**config.mk**
```make
export PLATFORM = sky130hd
export DESIGN_NAME = hazard_stall_unit
export DESIGN_NICKNAME = d
export VERILOG_FILES = /design/src/rtl/hazard_pkg.sv /design/src/rtl/sat_counter.sv /design/src/rtl/hazard_stall_unit.sv
export SDC_FILE = /design/constraint.sdc
export NUM_CORES = 1
export LEC_CHECK = 0
export CAP_MARGIN = 20
export CORE_MARGIN = 2
export CORE_UTILIZATION = 51
export CTS_CLUSTER_DIAMETER = 30
export DETAILED_ROUTE_END_ITERATION = 8
export GPL_ROUTABILITY_DRIVEN = 0
export PLACE_DENSITY_LB_ADDON = 0.2
export SETUP_SLACK_MARGIN = 0.2
export SYNTH_ARGS = -nofsm -noshare
export SYNTH_HDL_FRONTEND = slang
export SYNTH_SLANG_ARGS = --single-unit
```
**constraint.sdc**
```tcl
create_clock -name clk -period 4.4 [get_ports clk]
set_input_delay 0.88 -clock clk [delete_from_list [all_inputs] [get_ports clk]]
set_output_delay 0.88 -clock clk [all_outputs]
set_load 0.005 [all_outputs]
```
**src/rtl/hazard_pkg.sv**
```systemverilog
// Shared definitions for the pipeline hazard/stall controller.
package hazard_pkg;

   typedef enum logic [1:0] {
      RUN      = 2'b00,
      MEM_WAIT = 2'b01,
      HALT     = 2'b10
   } state_t;

   localparam int unsigned MEM_TIMEOUT_DEFAULT = 255;
   localparam int unsigned CNT_W_DEFAULT       = 16;

   // True when the ID instruction really depends on dst through src ($0 never counts).
   function automatic logic depMatch(input logic uses, input logic [4:0] src, input logic [4:0] dst);
      return uses && (src != 5'd0) && (src == dst);
   endfunction

endpackage

```
**src/rtl/sat_counter.sv**
```systemverilog
// Up-counter that sticks at all-ones; used for the stall/flush statistics.
module sat_counter #(
   parameter int W = 16
) (
   input  logic         clk,
   input  logic         rst_n,
   input  logic         inc,
   input  logic         clear,
   output logic [W-1:0] count
);

   logic [W-1:0] r_count;

   always_ff @(posedge clk or negedge rst_n) begin
      if (!rst_n) begin
         r_count <= '0;
      end else if (clear) begin
         r_count <= '0;
      end else if (inc && (r_count != {W{1'b1}})) begin
         r_count <= r_count + W'(1);
      end
   end

   assign count = r_count;

endmodule

```
**src/rtl/hazard_stall_unit.sv**
```systemverilog
// Hazard detection and stall/flush control for the 5-stage MIPS pipeline,
// including variable-latency data-memory waits with a timeout into HALT.
module hazard_stall_unit
   import hazard_pkg::*;
#(
   parameter int unsigned MEM_TIMEOUT = MEM_TIMEOUT_DEFAULT,
   parameter int unsigned CNT_W       = CNT_W_DEFAULT
) (
   input  logic             clk,
   input  logic             rst_n,
   input  logic [4:0]       ID_Rs,
   input  logic [4:0]       ID_Rt,
   input  logic             ID_UsesRs,
   input  logic             ID_UsesRt,
   input  logic             ID_IsBranch,
   input  logic             BranchTaken,
   input  logic [4:0]       ID_EX_RegRd,
   input  logic             ID_EX_RegWrite,
   input  logic             ID_EX_MemRead,
   input  logic [4:0]       EX_MEM_RegRd,
   input  logic             EX_MEM_MemRead,
   input  logic             EX_MEM_MemWrite,
   input  logic             DMEM_Ready,
   output logic             PCWrite,
   output logic             IF_ID_Write,
   output logic             ID_EX_Write,
   output logic             EX_MEM_Write,
   output logic             IF_ID_Flush,
   output logic             ID_EX_Bubble,
   output logic             MEM_WB_Bubble,
   output logic             MemTimeout,
   output logic [CNT_W-1:0] StallCount,
   output logic [CNT_W-1:0] FlushCount
);

   state_t     r_state;
   state_t     w_nextState;
   logic [7:0] r_waitCnt;
   logic [7:0] w_nextWaitCnt;
   logic       r_memTimeout;
   logic       w_nextMemTimeout;

   logic w_matchEx;
   logic w_matchMem;
   logic w_memPending;
   logic w_freeze;
   logic w_loadUse;
   logic w_branchData;
   logic w_stall;
   logic w_flush;

   assign w_matchEx    = depMatch(ID_UsesRs, ID_Rs, ID_EX_RegRd)  || depMatch(ID_UsesRt, ID_Rt, ID_EX_RegRd);
   assign w_matchMem   = depMatch(ID_UsesRs, ID_Rs, EX_MEM_RegRd) || depMatch(ID_UsesRt, ID_Rt, EX_MEM_RegRd);
   assign w_memPending = (EX_MEM_MemRead || EX_MEM_MemWrite) && !DMEM_Ready;
   assign w_freeze     = (r_state == HALT) || w_memPending;
   assign w_loadUse    = ID_EX_MemRead && w_matchEx;
   assign w_branchData = ID_IsBranch && ((ID_EX_RegWrite && w_matchEx) || (EX_MEM_MemRead && w_matchMem));
   assign w_stall      = w_loadUse || w_branchData;
   // A stalled branch has invalid operands, so its taken result is ignored.
   assign w_flush      = ID_IsBranch && BranchTaken && !w_stall;

   always_ff @(posedge clk or negedge rst_n) begin
      if (!rst_n) begin
         r_state      <= RUN;
         r_waitCnt    <= 8'd0;
         r_memTimeout <= 1'b0;
      end else begin
         r_state      <= w_nextState;
         r_waitCnt    <= w_nextWaitCnt;
         r_memTimeout <= w_nextMemTimeout;
      end
   end

   always_comb begin
      w_nextState      = r_state;
      w_nextWaitCnt    = r_waitCnt;
      w_nextMemTimeout = r_memTimeout;
      case (r_state)
         RUN: begin
            if (w_memPending) begin
               w_nextState   = MEM_WAIT;
               w_nextWaitCnt = 8'd1;
            end
         end
         MEM_WAIT: begin
            if (!w_memPending) begin
               w_nextState   = RUN;
               w_nextWaitCnt = 8'd0;
            end else if (r_waitCnt == 8'(MEM_TIMEOUT)) begin
               w_nextState      = HALT;
               w_nextMemTimeout = 1'b1;
            end else begin
               w_nextWaitCnt = r_waitCnt + 8'd1;
            end
         end
         HALT: begin
            w_nextState = HALT;
         end
         default: begin
            w_nextState   = RUN;
            w_nextWaitCnt = 8'd0;
         end
      endcase
   end

   // Priority: reset hold, then freeze, then load-use/branch-data stall, then flush.
   always_comb begin
      PCWrite       = 1'b1;
      IF_ID_Write   = 1'b1;
      ID_EX_Write   = 1'b1;
      EX_MEM_Write  = 1'b1;
      IF_ID_Flush   = 1'b0;
      ID_EX_Bubble  = 1'b0;
      MEM_WB_Bubble = 1'b0;
      if (!rst_n) begin
         PCWrite       = 1'b0;
         IF_ID_Write   = 1'b0;
         ID_EX_Write   = 1'b0;
         EX_MEM_Write  = 1'b0;
         ID_EX_Bubble  = 1'b1;
         MEM_WB_Bubble = 1'b1;
      end else if (w_freeze) begin
         PCWrite       = 1'b0;
         IF_ID_Write   = 1'b0;
         ID_EX_Write   = 1'b0;
         EX_MEM_Write  = 1'b0;
         MEM_WB_Bubble = 1'b1;
      end else if (w_stall) begin
         PCWrite      = 1'b0;
         IF_ID_Write  = 1'b0;
         ID_EX_Bubble = 1'b1;
      end else if (w_flush) begin
         IF_ID_Flush = 1'b1;
      end
   end

   assign MemTimeout = r_memTimeout;

   sat_counter #(.W(CNT_W)) u_stallCounter (
      .clk   (clk),
      .rst_n (rst_n),
      .inc   (!PCWrite),
      .clear (1'b0),
      .count (StallCount)
   );

   sat_counter #(.W(CNT_W)) u_flushCounter (
      .clk   (clk),
      .rst_n (rst_n),
      .inc   (IF_ID_Flush),
      .clear (1'b0),
      .count (FlushCount)
   );

endmodule

```
# Yosys cells after proc, flatten, opt, wreduce, memory -nomap -nowiden
# Index checks and enable logic that the tools add are counted.
# W data, S select, Z words.
totals:
  mem_bits_rw: 0
  input_bits: 31
  elab_cells: 73
  out_inout_bits: 40
  ff_bits: 43
  mem_bits_ro: 0
  latchBits: 0
  n_memories: 0
op_classes:
  div: 0
  bitwise: 1
  n_reduce_logical: 30
  n_mul: 0
  n_addsub: 3
  muxes: 22
  order_cmp: 0
  shift: 0
  eq_ne: 12
op_table:
  columns: ["op", "n"]
  rows:
  - ["$add A16 B1 Y16 const B", 2]
  - ["$ne A16 B16 Y1 const B", 2]
  - ["$mux W8", 3]
  - ["$pmux W8 S3", 1]
  - ["$eq A5 B5 Y1", 4]
  - ["$logic_and A1 B1 Y1", 15]
  - ["$mux W1", 14]
  - ["$reduce_bool A5 Y1", 2]
  - ["$add A8 B1 Y8 const B", 1]
  - ["$eq A8 B8 Y1 const B", 1]
  - ["$logic_or A1 B1 Y1", 6]
  - ["$mux W2", 3]
  - ["$ne A3 B3 Y1 const B", 2]
  - ["$pmux W2 S3", 1]
  - ["$reduce_and A3 Y1", 2]
  - ["$logic_not A1 Y1", 3]
  - ["$eq A2 B1 Y1 const B", 1]
  - ["$eq A2 B2 Y1 const B", 1]
  - ["$logic_not A2 Y1", 1]
  - ["$ne A2 B2 Y1 const B", 1]
  - ["$reduce_and A2 Y1", 1]
  - ["$not A1 Y1", 1]

# Logic depth before layout (Yosys ltp)
# Gate-level depths: netlist of run 1.
logic_depth:
  word_depth: 15
  depth_mapped: 9
  mapped_depth_nobuf: 8

# Hierarchy
# A second synthesis of run 1 with hierarchy kept.
hier_totals:
  hier_cells: 309
  hier_area_um2: 2810.2
by_module_without_submodules:
  columns: ["mod", "area_per_inst_um2", "instances", "cells_per_inst", "seq_area_each_um2"]
  rows:
  - ["sat_counter", 942.2, 2, 98, 400.4]
  - ["hazard_stall_unit", 925.9, 1, 113, 275.3]

# Worst setup path before layout of run 1
# OpenSTA, ideal clock, no wires.
synth_timing:
  kind: "input to output"
  start: "input port ID_Rs[1]"
  end: "output port PCWrite"
  stages: 6
  path_buffers: 1
  required_time_ps: 3520
  setup_slack_ps: 1200
  t_arrival_ps: 2320
  path_cell_list: "or4_1 > o21ai_1 > o22ai_1 > a311o_1 > nor2_1 > buf_4"
synth_via:
  elab_chain_len: 11
  word_cells_on_any_way: 17
  cone_classes: "2 x eq/ne; 3 x mux; 12 x reduce/logical"
synth_lines:
  columns: ["element", "line", "rtl"]
  rows:
  - ["start: declaration", "hazard_stall_unit.sv:11", "input logic [4:0] ID_Rs,"]
  - ["$reduce_bool A5 Y1", "hazard_pkg.sv:15", "return uses && (src != 5'd0) && (src == dst);"]
  - ["$logic_and A1 B1 Y1 (2 in a row)", "hazard_pkg.sv:15", null]
  - ["$logic_or A1 B1 Y1, on equally long branches", "hazard_stall_unit.sv:52, hazard_stall_unit.sv:53", null]
  - ["$logic_and A1 B1 Y1", "hazard_stall_unit.sv:57", "assign w_branchData = ID_IsBranch && ((ID_EX_RegWrite && w_matchEx) || (EX_MEM_MemRead && w_matchMem));"]
  - ["$logic_or A1 B1 Y1", "hazard_stall_unit.sv:57", null]
  - ["$logic_and A1 B1 Y1", "hazard_stall_unit.sv:57", null]
  - ["$logic_or A1 B1 Y1 *", "hazard_stall_unit.sv:58", "assign w_stall = w_loadUse || w_branchData;"]
  - ["$mux W1 * (3 in a row)", null, null]
  - ["end: declaration", "hazard_stall_unit.sv:24", "output logic PCWrite,"]
# Every way passes the cells marked *; elsewhere a longest branch is shown, timed or not.

# Final worst setup path of run 1
layout_timing:
  start: "input port ID_Rs[1]"
  end: "output port PCWrite"
layout_via:
  elab_chain_len: 11
  word_cells_on_any_way: 17
  cone_classes: "2 x eq/ne; 3 x mux; 12 x reduce/logical"
layout_lines:
  columns: ["element", "line", "rtl"]
  rows:
  - ["$reduce_bool A5 Y1", "hazard_pkg.sv:15", null]
  - ["$logic_and A1 B1 Y1 (2 in a row)", "hazard_pkg.sv:15", null]
  - ["$logic_or A1 B1 Y1, on equally long branches", "hazard_stall_unit.sv:52, hazard_stall_unit.sv:53", null]
  - ["$logic_and A1 B1 Y1", "hazard_stall_unit.sv:57", null]
  - ["$logic_or A1 B1 Y1", "hazard_stall_unit.sv:57", null]
  - ["$logic_and A1 B1 Y1", "hazard_stall_unit.sv:57", null]
  - ["$logic_or A1 B1 Y1 *", "hazard_stall_unit.sv:58", null]
  - ["$mux W1 *", "hazard_stall_unit.sv:128", "end else if (w_stall) begin"]
  - ["$mux W1 *", "hazard_stall_unit.sv:122", "end else if (w_freeze) begin"]
  - ["$mux W1 *", "hazard_stall_unit.sv:115", "if (!rst_n) begin"]
# Marks and branches as above.

==> results of run 1 <==
layer usage:
layer | GRT usage | wire, µm | part of all wire
met5 | 0 | 0 | 0
met1 | 0.2876 | 2364 | 0.45
met2 | 0.3508 | 2497 | 0.47
met4 | 0.09644 | 92 | 0.017
met3 | 0.04861 | 341 | 0.064
cell usage in the layout, fill, tap and decap left out, drive strengths merged, types with 2 or more instances in the layout:
| master | n |
|---|---|
| nand4 | 12 |
| nor2 | 19 |
| and3 | 10 |
| and2 | 4 |
| inv | 9 |
| dlymetal6s2s | 6 |
| buf | 3 |
| clkbuf | 7 |
| mux2 | 4 |
| dfrtp | 43 |
| o22ai | 2 |
| nor3 | 10 |
| dlygate4sd2 | 2 |
| o21ai | 12 |
| or4 | 2 |
| nor4 | 2 |
| xor2 | 20 |
| clkdlybuf4s50 | 61 |
| a21oi | 4 |
| nand3 | 21 |
| nand2 | 15 |
| ha | 3 |
| xnor2 | 28 |
| nand2b | 5 |
| o31ai | 2 |
worst min-delay path by stage:
stage	start	endpoint	depth (start not counted)
finish	MemTimeout	MemTimeout	1
global route	MemTimeout	MemTimeout	1
CTS	MemTimeout	MemTimeout	1
detailed placement	MemTimeout	MemTimeout	1
global placement	MemTimeout	MemTimeout	1
floorplan	r_waitCnt[3]	r_waitCnt[3]	1
cell families (layout without fill, tap and decap cells):
| logic type | count (synthesis) | after routing | share of synthesized area |
|---|---|---|---|
| AND/OR/NAND/NOR | 102 | 102 | 0.2294 |
| adder cells (fa/ha/maj) | 3 | 3 | 0.01593 |
| multiplexers | 5 | 5 | 0.02337 |
| AO/OA/AOI/OAI | 25 | 25 | 0.06426 |
| flip-flops | 43 | 43 | 0.4567 |
| XOR/XNOR | 48 | 48 | 0.1784 |
| buffers and inverters | 16 | 89 | 0.03186 |
worst max-delay path, delay by kind of cell:
family                 cells  cell delay (ns)
AOI/OAI and AO/OA          3             0.63
buffers and inverters      3             0.94
and+or+nand+nor            2             0.67
stage by stage:
stage	total power [mW]	util	hold slack [ns]	setup slack (ns)
global placement	0.4885	0.7001	0.4504	0.1803
global route	0.7744	0.7285	0.5066	0.2670
floorplan	0.4339	-	0.4553	1.200
CTS	0.7552	0.7245	0.4803	0.2051
finish	0.7472	0.7285	0.4792	0.3864
detailed placement	0.4896	0.7001	0.4564	0.1579
cell type report:
cell class	instances	area, µm²	area share
Clock buffer	7	86.33	0.02685
Clock inverter	1	8.758	0.002724
Inverter	9	33.78	0.01051
Multi-Input combinational cell	183	1222	0.3802
Sequential cell	43	1076	0.3346
Tap cell	52	65.06	0.02023
Timing Repair Buffer	72	723.2	0.2249
synth_stat cells:
cell type	instances	area (µm²)
o31ai_1	2	15.01
o21ai_1	2	10.01
a21oi_1	4	20.02
inv_1	9	33.78
nand4_1	12	75.07
mux2i_1	1	10.01
a31oi_1	1	6.260
a311o_1	1	10.01
and2_1	4	25.02
o22a_1	1	8.760
o21ai_0	10	50.05
xnor2_1	28	245.2
and3_1	10	62.56
a32o_1	1	10.01
nor3_4	1	16.27
and4_1	1	8.760
nand2_1	15	56.30
a211o_1	1	8.760
xor2_1	20	175.2
nand3_1	21	105.1
nor2_1	19	71.32
nor3_1	7	35.03
mux2_1	1	11.26
mux2_2	3	33.78
o22ai_1	2	12.51
buf_6	1	11.26
dfrtp_1	43	1076
nor3_2	2	20.02
or2_2	1	6.260
nor4_1	2	12.51
or4_1	2	15.01
buf_4	2	15.01
clkbuf_1	4	15.01
nand2b_1	5	31.28
ha_1	3	37.54
repair_timing:
item / 4_1_cts / 5_1_grt
endpoints found under the setup margin: 4 / 4
gates cloned: 0 / 0
gates resized for setup: 6 / 7
hold buffers: 0 / 0
registers in the layout, summed over array words and instances, names as in the netlist:
register,count
u_stallCounter.count,16
u_flushCounter.count,16
MemTimeout,1
r_waitCnt,8
r_state,2
power by group through the flow:
| stage | Clock (mW) | Combinational (mW) | Sequential [mW] |
|---|---|---|---|
| after detailed placement | 0 | 0.0779 | 0.412 |
| after floorplan | 0 | 0.0226 | 0.411 |
| final | 0.265 | 0.0786 | 0.404 |
| after global routing | 0.284 | 0.0856 | 0.405 |
| after global placement | 0 | 0.0770 | 0.411 |
| after CTS | 0.272 | 0.0792 | 0.404 |
==> out/results.tsv, run 1 <==
stage	metric	value	unit
clocking	cts_buffers	5	
clocking	ctsHtreeMaxLevel	2	
timing	relSlewSlack	0.5810	
final_layout	stdcell_area	3216	µm²
power	p_per_area	232.4	nW/µm²
final_layout	stdcell_count	367	
timing	finalCritPeriodShare	0.9122	
clocking	clkLatencyLatePin	0.30	ns
synthesis	ys_types	35	
setup_path	critPathCaptureType	output pin	
clocking	cts_buffer_depth	2	
timing	finClkSkew	0.01062	ns
power	p_clk_frac	0.354	
global_routing	grt_max_degree	45	
setup_path	slowest_delay	0.56	ns
timing	slew_viol_final	0	
setup_path	cp_data_arrival_time	3.13	ns
run_status	outcome	finished, final reports clean	
timing	hold_viol	0	
placed_design	io_buffers	70	
setup_path	r2r-end	u_flushCounter.count[7]	
timing	finalSetupViolCount	0	
placed_design	dpl.hpwl	3869	µm
global_routing	grt_usage	0.2189	
power	intPower	572.6	µW
power	seqPwrFrac	0.540	
final_layout	area_delta_synth_final	36.48	%
flow_run	cap_violations	0	
power	sw_frac_of_total	0.2337	
synthesis	netlist_area	2356	µm²
floorplan	die_y	71.97	µm
synthesis	ys_seq_area_frac	0.4567	
synthesis	synth.avg_cell_area	9.736	µm²
floorplan	top_level_ports	71	
floorplan	coreArea	4414	µm²
setup_path	reg2reg_slack	2.25	ns
power	switching_power	174.6	µW
timing	worstMarginPinSlew	0.6219	ns
clocking	clock-sinks	43	
timing	grt_setup_unrepaired	false	
global_routing	grt_first_pass_wirelength	8907	µm
power	combPwrFrac	0.105	
global_routing	grt-ovfl-total	0	
synthesis	synth_warnings	0	
final_layout	antenna_cells	0	
placed_design	placed_cells_incl_taps	359	
power	p_leak	1.452	nW
synthesis	ys_ff_latch	43	
setup_path	startpoint	ID_Rs[1]	
floorplan	rows	24	
final_layout	drive_above_1_share	0.06984	
route	drt_iter0_drc	60	
synthesis	syn_nets	276	
setup_path	cp-endpoint	PCWrite	
clocking	tritoncts	built	
placed_design	dpl_cell_area	3090	µm²
setup_path	worstPathMaxFanout	4	
synthesis	syn_inst	242	
route	vias	1992	
floorplan	die_w	71.97	µm
route	routed_wl	5297	µm
route	drt-pass1-iter-count	4	
clocking	root_buffer	clkbuf_8	
worst_hold_path	hold_path.class	reg -> reg	
power	worst_ir_drop_vdd	176.2	µV
clocking	clkSlewWorstSetupHoldPaths	0.08	ns
final_layout	nFillCells	343	
setup_path	required	3.52	ns
route	wl_per_cell	14.43	µm
timing	fmax	0.2492	GHz
clocking	cts_setup_buffers	0	
timing	min_period	4.014	ns
route	drc	0	
setup_path	reg2reg_from	r_state[0]	
floorplan	die_area	5179	µm²
floorplan	start_util	0.5337	
setup_path	r2r_cells	7	
route	drt.antenna.violating_nets	0	
setup_path	cp_cell_sequence	dlygate4sd2_1 > or4_4 > o21ai_2 > o22ai_1 > a311o_1 > buf_4 > nor2_1 > clkdlybuf4s50_1	
global_routing	first_global_vias	1968	
timing	setup_tns	0	ns
setup_path	critPathSlowestCell	or4_4	
final_layout	final_nets	348	
route	vias_per_cell	5.428	
setup_path	cp-start-kind	input pin	
global_routing	antenna_found_initial	0	
setup_path	critPathKind	in -> out	
Power figures use the tool's default switching activity.
==> inputs of run 2 (changes only) <==
--- a/config.mk
+++ b/config.mk
@@ -12,6 +12,7 @@
 export DETAILED_ROUTE_END_ITERATION = 8
 export GPL_ROUTABILITY_DRIVEN = 0
 export PLACE_DENSITY_LB_ADDON = 0.2
+export RECOVER_POWER = 100
 export SETUP_SLACK_MARGIN = 0.2
 export SYNTH_ARGS = -nofsm -noshare
 export SYNTH_HDL_FRONTEND = slang
==> run 2 against run 1 <==
Compared with the run above: sequential power is essentially flat; clock power is essentially flat; cell count is the same; first-iteration DRC count rose by 18%; worst setup slack got worse by 0.15 ns; register-to-register slack improved by 0.03 ns; core utilization fell by 0.71 points; critical endpoint is now ID_EX_Bubble.
==> out/results.tsv, run 2 (synthesis results as in run 1) <==
stage	metric	value	unit
timing	finalCritPeriodShare	0.9461	
power	combPwrFrac	0.102	
setup_path	cp-start-kind	input pin	
clocking	cts_buffers	5	
route	vias_per_cell	5.474	
clocking	cts_setup_buffers	0	
final_layout	final_nets	348	
final_layout	final_common_cell	dfrtp_1	
setup_path	cp_cell_sequence	dlygate4sd2_1 > or4_1 > o21ai_2 > o22ai_1 > a311o_1 > clkbuf_1 > nand2_1 > nand2_1 > dlygate4sd3_1	
timing	min_period	4.163	ns
power	intPower	570.3	µW
final_layout	antenna_cells	0	
placed_design	io_buffers	70	
flow_run	cap_violations	0	
worst_hold_path	hold_path.class	reg -> reg	
timing	setup_tns	0	ns
route	vias	2009	
floorplan	die_area	5179	µm²
timing	grt_setup_unrepaired	false	
route	drc	0	
setup_path	critPathCaptureType	output pin	
timing	fin_ws	0.2370	ns
global_routing	grt-ovfl-total	0	
power	p_per_area	233.3	nW/µm²
floorplan	die_y	71.97	µm
timing	fmax	0.2402	GHz
timing	finClkSkew	0.01032	ns
placed_design	pre_cts_ws	0.1579	ns
timing	worstMarginPinSlew	0.6274	ns
timing	finalSetupViolCount	0	
setup_path	critPathSlowestCell	dlygate4sd3_1	
floorplan	start_util	0.5337	
power	switching_power	172.5	µW
floorplan	die_w	71.97	µm
route	drt.antenna.violating_nets	0	
route	routed_wl	5215	µm
global_routing	grt_first_pass_wirelength	8907	µm
setup_path	cp_data_arrival_time	3.28	ns
timing	hold_viol	0	
clocking	tritoncts	built	
timing	slew_viol_final	0	
timing	relSlewSlack	0.5773	
setup_path	slowest_delay	0.61	ns
clocking	clkSlewWorstSetupHoldPaths	0.08	ns
floorplan	coreArea	4414	µm²
clocking	clock-sinks	43	
placed_design	dpl.hpwl	3869	µm
final_layout	area_delta_synth_final	35.16	%
setup_path	required	3.52	ns
global_routing	grt_usage	0.2189	
route	wl_per_cell	14.21	µm
final_layout	drive_above_1_share	0.05079	
final_layout	layout_common_cells	43 x dfrtp_1, 40 x dlygate4sd3_1, 28 x xnor2_1, 21 x nand3_1, 21 x clkdlybuf4s50_1	
clocking	cts_buffer_depth	2	
clocking	root_buffer	clkbuf_8	
power	sw_frac_of_total	0.2323	
route	drt-pass1-iter-count	4	
power	seqPwrFrac	0.543	
setup_path	critPathKind	in -> out	
clocking	ctsHtreeMaxLevel	2	
global_routing	antenna_found_initial	0	
power	worst_ir_drop_vdd	174.9	µV
floorplan	rows	24	
setup_path	cpMostUsedCell	nand2_1	
power	p_leak	1.514	nW
route	drt_iter0_drc	71	
run_status	outcome	finished, final reports clean	
global_routing	first_global_vias	1968	
power	p_clk_frac	0.354	
floorplan	top_level_ports	71	
final_layout	nFillCells	352	
global_routing	grt_max_degree	45	
clocking	clkLatencyLatePin	0.29	ns
setup_path	worstPathMaxFanout	4	
final_layout	final_util	0.7214	
==> run 2: cell count changes in the layout (fill, tap and decap cells not counted), sizes merged <==
| cell | delta |
|---|---|
| clkdlybuf4s50 | -40 |
| dlygate4sd3 | +40 |
| buf | -1 |
| clkbuf | +1 |
==> run 2: final timing paths <==
check | from | to | slack (ns) | cells after the start
max | ID_Rs[1] | ID_EX_Bubble | 0.24 | 9
min | MemTimeout | MemTimeout | 0.47 | 1
max reg2reg | r_state[0] | u_flushCounter.count[7] | 2.28 | 7
min reg2reg | MemTimeout | MemTimeout | 0.47 | 1
max in group asynchronous | rst_n | u_stallCounter.count[14] | 3.36 | 2
min in group asynchronous | rst_n | r_state[1] | 0.67 | 2
==> run 2: power groups by stage <==
stage	clock, mW	combinational (mW)	sequential (mW)
after floorplan	0	0.0226	0.411
after global placement	0	0.0770	0.411
after detailed placement	0	0.0779	0.412
after CTS	0.272	0.0792	0.404
after global routing	0.284	0.0829	0.404
final	0.263	0.0760	0.404
==> run 2: layout make-up <==
class,count,area [µm²],area share
tap,52,65.06,0.02043
inverter,9,33.78,0.01061
timing repair buffer,72,719.4,0.2259
multi-input combinational,183,1195,0.3752
sequential,43,1076,0.3379
clock buffer,7,86.33,0.02711
clock inverter,1,8.758,0.002750
==> run 2: worst max-delay path, delay by kind of cell <==
family / cells / cell delay, ns
buf+inv: 3 / 1.04
simple gates: 3 / 0.73
compound gates: 3 / 0.64
==> run 2: metrics by stage <==
stage	instance area (µm²)	hold WS, ns	instances	power [mW]
final	3184	0.4706	367	0.7428
after floorplan	2356	0.4553	242	0.4339
after global routing	3184	0.5008	367	0.7716
after global placement	3090	0.4504	359	0.4885
after CTS	3198	0.4803	367	0.7552
after detailed placement	3090	0.4564	359	0.4896
==> run 2: metal layers <==
metal  share of wire  wire (µm)  vias up  GRT usage
li1                -          -      987          -
met1            0.44       2315      959     0.2876
met2            0.48       2497       55     0.3508
met3           0.063        326        8    0.04861
met4           0.015         76        0    0.09644
met5               0          0        -          0
==> run 2: what timing repair did <==
action,in CTS,in global routing
gates resized for setup,6,7
endpoints found under the hold margin,0,0
hold buffers,0,0
setup endpoints to repair,4,4
